File: config.mk
export PLATFORM = sky130hd
export DESIGN_NAME = serial_word_compare
export DESIGN_NICKNAME = d
export VERILOG_FILES = /design/src/rtl/serial_cmp_pkg.sv /design/src/rtl/xnor_gate.sv /design/src/rtl/serial_word_compare.sv
export SDC_FILE = /design/constraint.sdc
export NUM_CORES = 1
export LEC_CHECK = 0
export CELL_PAD_IN_SITES_DETAIL_PLACEMENT = 1
export CELL_PAD_IN_SITES_GLOBAL_PLACEMENT = 1
export CORE_MARGIN = 1
export CORE_UTILIZATION = 38
export DETAILED_ROUTE_END_ITERATION = 7
export DONT_BUFFER_PORTS = 1
export HOLD_SLACK_MARGIN = 0.08
export PLACE_DENSITY = 0.79
export SLEW_MARGIN = 25
export SYNTH_ARGS = -nofsm -noshare
export SYNTH_HDL_FRONTEND = slang
export SYNTH_SLANG_ARGS = --single-unit
export TNS_END_PERCENT = 100
File: constraint.sdc
create_clock -name clk -period 1.1 [get_ports clk]
set_input_delay 0.11 -clock clk [delete_from_list [all_inputs] [get_ports clk]]
set_output_delay 0.11 -clock clk [all_outputs]
set_load 0.01 [all_outputs]
File: src/rtl/serial_cmp_pkg.sv
// Shared definitions for the serial word comparator: FSM state encoding
// and the helpers that size the result ports from WIDTH.
package serial_cmp_pkg;

  typedef enum logic [1:0] {
    IDLE  = 2'd0,
    SHIFT = 2'd1,
    DONE  = 2'd2
  } cmp_state_e;

  // Bits needed to hold a count of 0..width inclusive (a full match never wraps).
  function automatic int cnt_width(input int width);
    return $clog2(width + 1);
  endfunction

  // Bits needed to index 0..width-1, at least one bit so WIDTH=1 still has a port.
  function automatic int idx_width(input int width);
    return (width <= 1) ? 1 : $clog2(width);
  endfunction

endpackage

File: src/rtl/xnor_gate.sv
// Two-input XNOR cell: y is high when a and b agree.
module xnor_gate (
  input  logic a,
  input  logic b,
  output logic y
);

  // Bit-equality: the per-bit match term of the comparator.
  assign y = ~(a ^ b);

endmodule

File: src/rtl/serial_word_compare.sv
// Serial word comparator: consumes two LSB-first bit streams of WIDTH bits,
// counts matching bit pairs, records the index of the first mismatch and
// reports whole-word equality with a one-cycle done pulse.
//
// Handshake: bit_valid is a valid-only strobe with no ready. A bit pair is
// consumed on every rising edge where the FSM is in SHIFT and bit_valid is
// high; in IDLE and DONE the strobe and its data are dropped. start is a
// request sampled only in IDLE; in SHIFT or DONE it is ignored, never queued.
module serial_word_compare
  import serial_cmp_pkg::*;
#(
  parameter int WIDTH = 8
) (
  input  logic                               clk,
  input  logic                               rst_n,
  input  logic                               start,
  input  logic                               bit_valid,
  input  logic                               a_bit,
  input  logic                               b_bit,
  output logic                               busy,
  output logic                               done,
  output logic                               equal,
  output logic [cnt_width(WIDTH)-1:0]        match_count,
  output logic [idx_width(WIDTH)-1:0]        mismatch_idx,
  output logic [1:0]                         dbg_state
);

  localparam int CNT_W = cnt_width(WIDTH);
  localparam int IDX_W = idx_width(WIDTH);

  // Index of the final bit of a word, and the count a fully matching word reaches.
  localparam logic [IDX_W-1:0] LAST_IDX = IDX_W'(WIDTH - 1);
  localparam logic [CNT_W-1:0] FULL_CNT = CNT_W'(WIDTH);

  cmp_state_e       state_q, state_d;
  logic [IDX_W-1:0] bit_cnt_q, bit_cnt_d;
  logic [CNT_W-1:0] match_count_q, match_count_d;
  logic [IDX_W-1:0] mismatch_idx_q, mismatch_idx_d;
  logic             mismatch_seen_q, mismatch_seen_d;
  logic             equal_q, equal_d;
  logic             busy_q, busy_d;
  logic             done_q, done_d;

  logic             bit_match;
  logic [CNT_W-1:0] match_inc;
  logic             take_bit;
  logic             last_bit;

  xnor_gate u_xnor (
    .a (a_bit),
    .b (b_bit),
    .y (bit_match)
  );

  assign take_bit  = (state_q == SHIFT) && bit_valid;
  assign last_bit  = (bit_cnt_q == LAST_IDX);
  assign match_inc = match_count_q + CNT_W'(bit_match);

  // FSM state register; reset discards any partial comparison.
  always_ff @(posedge clk) begin
    if (!rst_n) begin
      state_q <= IDLE;
    end else begin
      state_q <= state_d;
    end
  end

  // Next-state logic plus busy/done, which are registered from the next state
  // so the outputs come straight from flops.
  always_comb begin
    state_d = state_q;
    unique case (state_q)
      IDLE:    if (start) state_d = SHIFT;
      SHIFT:   if (bit_valid && last_bit) state_d = DONE;
      DONE:    state_d = IDLE;
      default: state_d = IDLE;
    endcase
    busy_d = (state_d == SHIFT);
    done_d = (state_d == DONE);
  end

  // Datapath next values: clear on an accepted start, accumulate on valid bits,
  // hold everywhere else so results persist until the next accepted start.
  always_comb begin
    bit_cnt_d       = bit_cnt_q;
    match_count_d   = match_count_q;
    mismatch_idx_d  = mismatch_idx_q;
    mismatch_seen_d = mismatch_seen_q;
    equal_d         = equal_q;
    if ((state_q == IDLE) && start) begin
      bit_cnt_d       = '0;
      match_count_d   = '0;
      mismatch_idx_d  = '0;
      mismatch_seen_d = 1'b0;
      equal_d         = 1'b0;
    end else if (take_bit) begin
      match_count_d = match_inc;
      bit_cnt_d     = last_bit ? '0 : bit_cnt_q + 1'b1;
      if (!bit_match && !mismatch_seen_q) begin
        mismatch_idx_d  = bit_cnt_q;
        mismatch_seen_d = 1'b1;
      end
      if (last_bit) begin
        equal_d = (match_inc == FULL_CNT);
      end
    end
  end

  // Datapath and output registers.
  always_ff @(posedge clk) begin
    if (!rst_n) begin
      bit_cnt_q       <= '0;
      match_count_q   <= '0;
      mismatch_idx_q  <= '0;
      mismatch_seen_q <= 1'b0;
      equal_q         <= 1'b0;
      busy_q          <= 1'b0;
      done_q          <= 1'b0;
    end else begin
      bit_cnt_q       <= bit_cnt_d;
      match_count_q   <= match_count_d;
      mismatch_idx_q  <= mismatch_idx_d;
      mismatch_seen_q <= mismatch_seen_d;
      equal_q         <= equal_d;
      busy_q          <= busy_d;
      done_q          <= done_d;
    end
  end

  assign busy         = busy_q;
  assign done         = done_q;
  assign equal        = equal_q;
  assign match_count  = match_count_q;
  assign mismatch_idx = mismatch_idx_q;
  assign dbg_state    = state_q;

endmodule

==> results.toml <==
[timing]
setup_viol = 11
fin_ws_ns = -0.173
relSlewSlack = 0.819
whs_ns = 0.0982
final.setup.tns_ns = -0.914
finalCritPeriodShare = 1.16
hold_viol_final = 0
worst_slew_pin_slew_ns = 0.269
fin_skew_ns = 0.00584
max_clock_freq_mhz = 785
rsz0062_at_grt = "true"
post-route-min-period_ns = 1.27
slew_violations = 0

[grt]
antenna_found_initial = 0
grt_max_degree = 10
grt_pass1_vias = 643
overflow = 0
track_usage = 0.223
grt_pass1_wl_mm = 2.99

[route]
viasPerCell = 5.39
routed_wirelength_mm = 1.99
vias = 598
avgRoutedWirePerCell_um = 17.9
post-route-drc-count = 0
ant_nets = 0
drt-pass1-iter-count = 5
drt_iter0_markers = 3

[floorplan]
initial_core_util = 0.425
die_area_um2 = 1930
rows = 14
die_w_um = 44.0
dieHeight_um = 44.0
ioPinCount = 18
core_area_um2 = 1580

[layout]
antennaDiodeCount = 0
layout_common_cells = "buf_4, dfxtp_1, nor2_1"
drive_gt1_frac = 0.579
mostFrequentLayoutCell = "buf_4"
areaGrowthSynthToFinish_pct = 62.1
fin_cells = 111
final_net_count = 106
nFillCells = 168

[yosys]
synth_cell_type_count = 21
syn_area_per_cell_um2 = 9.17
synth_area_um2 = 669
yosys_warnings = 0
synth_seq_area_share = 0.479
postSynthCellCount = 73
ys_seq_elements = 16
synth_nets = 83

[place]
place_congestion = 0.750
port_buffers = 0
placedCellCount = 100
hpwlAfterDp_mm = 1.13

[critical_path]
crit_slowest_cell = "dfxtp_4"
timing.rr.start = "match_count[0]$_SDFFE_PP0P_"
path_cells = "ha_4, ha_4, xor2_1, nor3_1, nand4_1, a21oi_2"
max_stage_delay_ns = 0.36
critPathLaunch = "match_count[0]$_SDFFE_PP0P_"
reg2reg_slack_ns = -0.17
criticalPathCategory = "reg -> reg"
r2r-end = "equal$_SDFFE_PP0P_"
timing.critical_path.required_ns = 1.33
cp-endpoint = "equal$_SDFFE_PP0P_"
cp-end-kind = "register"
crit_fanout = 2
cp_data_arrival_time_ns = 1.51
critPathLaunchType = "register"
cpMostUsedCell = "ha_4"
reg2reg_depth = 6

[clocking]
clock_latency_ns = 0.29
cts.sinks = 16
cts_tree = "done"
clockBufferDepth = 2
cts_made_buffers = 3
htreeDepth = 1
clk_pin_slew_ns = 0.09
cts-root-buf = "clkbuf_4"

[power]
leakage_uw = 0.000450
p_total_uw = 1140
ir_drop_uv = 1070
pwr_density_cell_nw_per_um2 = 1050

[status]
violations = "negative setup slack"
status = "finished, violations left"

[hold_path]
hp-class = "in -> reg"

[flow_run]
drv_cap = 0
## layout make-up
cell class | instances | area (um2) | area share
inverter | 1 | 3.75 | 0.00346
clock buffer | 4 | 36.3 | 0.0334
multi-input combinational | 53 | 503 | 0.464
timing repair buffer | 21 | 191 | 0.176
sequential | 16 | 330 | 0.304
tap | 16 | 20.0 | 0.0185
## flip-flops by register name, summed over array words and instances, names as in the netlist
register         cells
equal                1
mismatch_seen_q      1
dbg_state            2
done                 1
mismatch_idx         3
bit_cnt_q            3
busy                 1
match_count          4
## metrics by stage
step | worst slack, ns | cell area [um2] | utilization
after detailed placement | -0.197 | 815 | 0.517
after CTS | -0.199 | 1020 | 0.648
after global routing | -0.227 | 1080 | 0.688
after floorplan | -0.164 | 703 | -
final | -0.173 | 1080 | 0.688
after global placement | -0.159 | 815 | 0.517
## how the worst min path moves through the flow
stage / depth (start not counted) / slack (ns) / startpoint / endpoint
global route: 3 / 0.08 / bit_valid / match_count[3]$_SDFFE_PP0P_
finish: 3 / 0.1 / bit_valid / match_count[3]$_SDFFE_PP0P_
detailed placement: 1 / 0.28 / rst_n / dbg_state[0]$_SDFF_PN0_
global placement: 1 / 0.28 / rst_n / dbg_state[0]$_SDFF_PN0_
CTS: 3 / 0.08 / bit_valid / match_count[3]$_SDFFE_PP0P_
floorplan: 1 / 0.27 / rst_n / dbg_state[0]$_SDFF_PN0_
## kinds of logic (layout without fill, tap and decap cells)
kind of cell / Yosys count / after routing / share of synthesized area
flops: 16 / 16 / 0.479
mux: 3 / 3 / 0.0449
xor+xnor: 4 / 4 / 0.0523
fa+ha+maj: 4 / 4 / 0.0748
simple gates: 32 / 32 / 0.245
buf+inv: 4 / 26 / 0.0262
compound gates: 10 / 10 / 0.0785
## cell usage after synthesis (all sizes together)
library cell | count | area [um2]
a21oi | 7 | 35.0
and3b | 1 | 10.0
buf | 2 | 10.0
clkbuf | 1 | 3.75
dfxtp | 16 | 320
ha | 4 | 50.1
inv | 1 | 3.75
mux2i | 3 | 30.0
nand2 | 11 | 41.3
nand3 | 2 | 10.0
nand3b | 1 | 20.0
nand4 | 1 | 6.26
nor2 | 10 | 37.5
nor3 | 2 | 10.0
nor3b | 2 | 15.0
o21ai | 2 | 10.0
o31ai | 1 | 7.51
or3 | 2 | 13.8
xnor2 | 2 | 17.5
xor2 | 2 | 17.5
## timing repair
item / in CTS / in global routing
gates resized for setup: 28 / 15
cloned: 1 / 0
pin swaps: 12 / 14
endpoints found under the hold margin: 3 / 0
buffers inserted: 2 / 1
setup endpoints to repair: 16 / 17
hold buffers: 3 / 0
## layer usage
layer  vias up  global-route usage  share of wire
li1        291                   -              -
met2        12               0.385           0.56
met4         0               0.127          0.027
met1       291               0.247           0.38
met5         -                   0              0
met3         4              0.0583          0.036
## report_power, final
group          total [uW]  internal (uW)  switching (uW)  leakage [uW]
clock network         384            202             182     0.0000210
registers             597            588            9.65      0.000133
logic                 161           82.4            78.2      0.000297
total                1140            872             269      0.000450
## worst max-delay path, delay by kind of cell, from the launching register on
kind	cells	cell delay [ns]
flops	1	0.36
fa+ha+maj	2	0.31
simple gates	2	0.27
compound gates	1	0.14
xor+xnor	1	0.13
No activity file was read; power rests on OpenSTA's default activity.
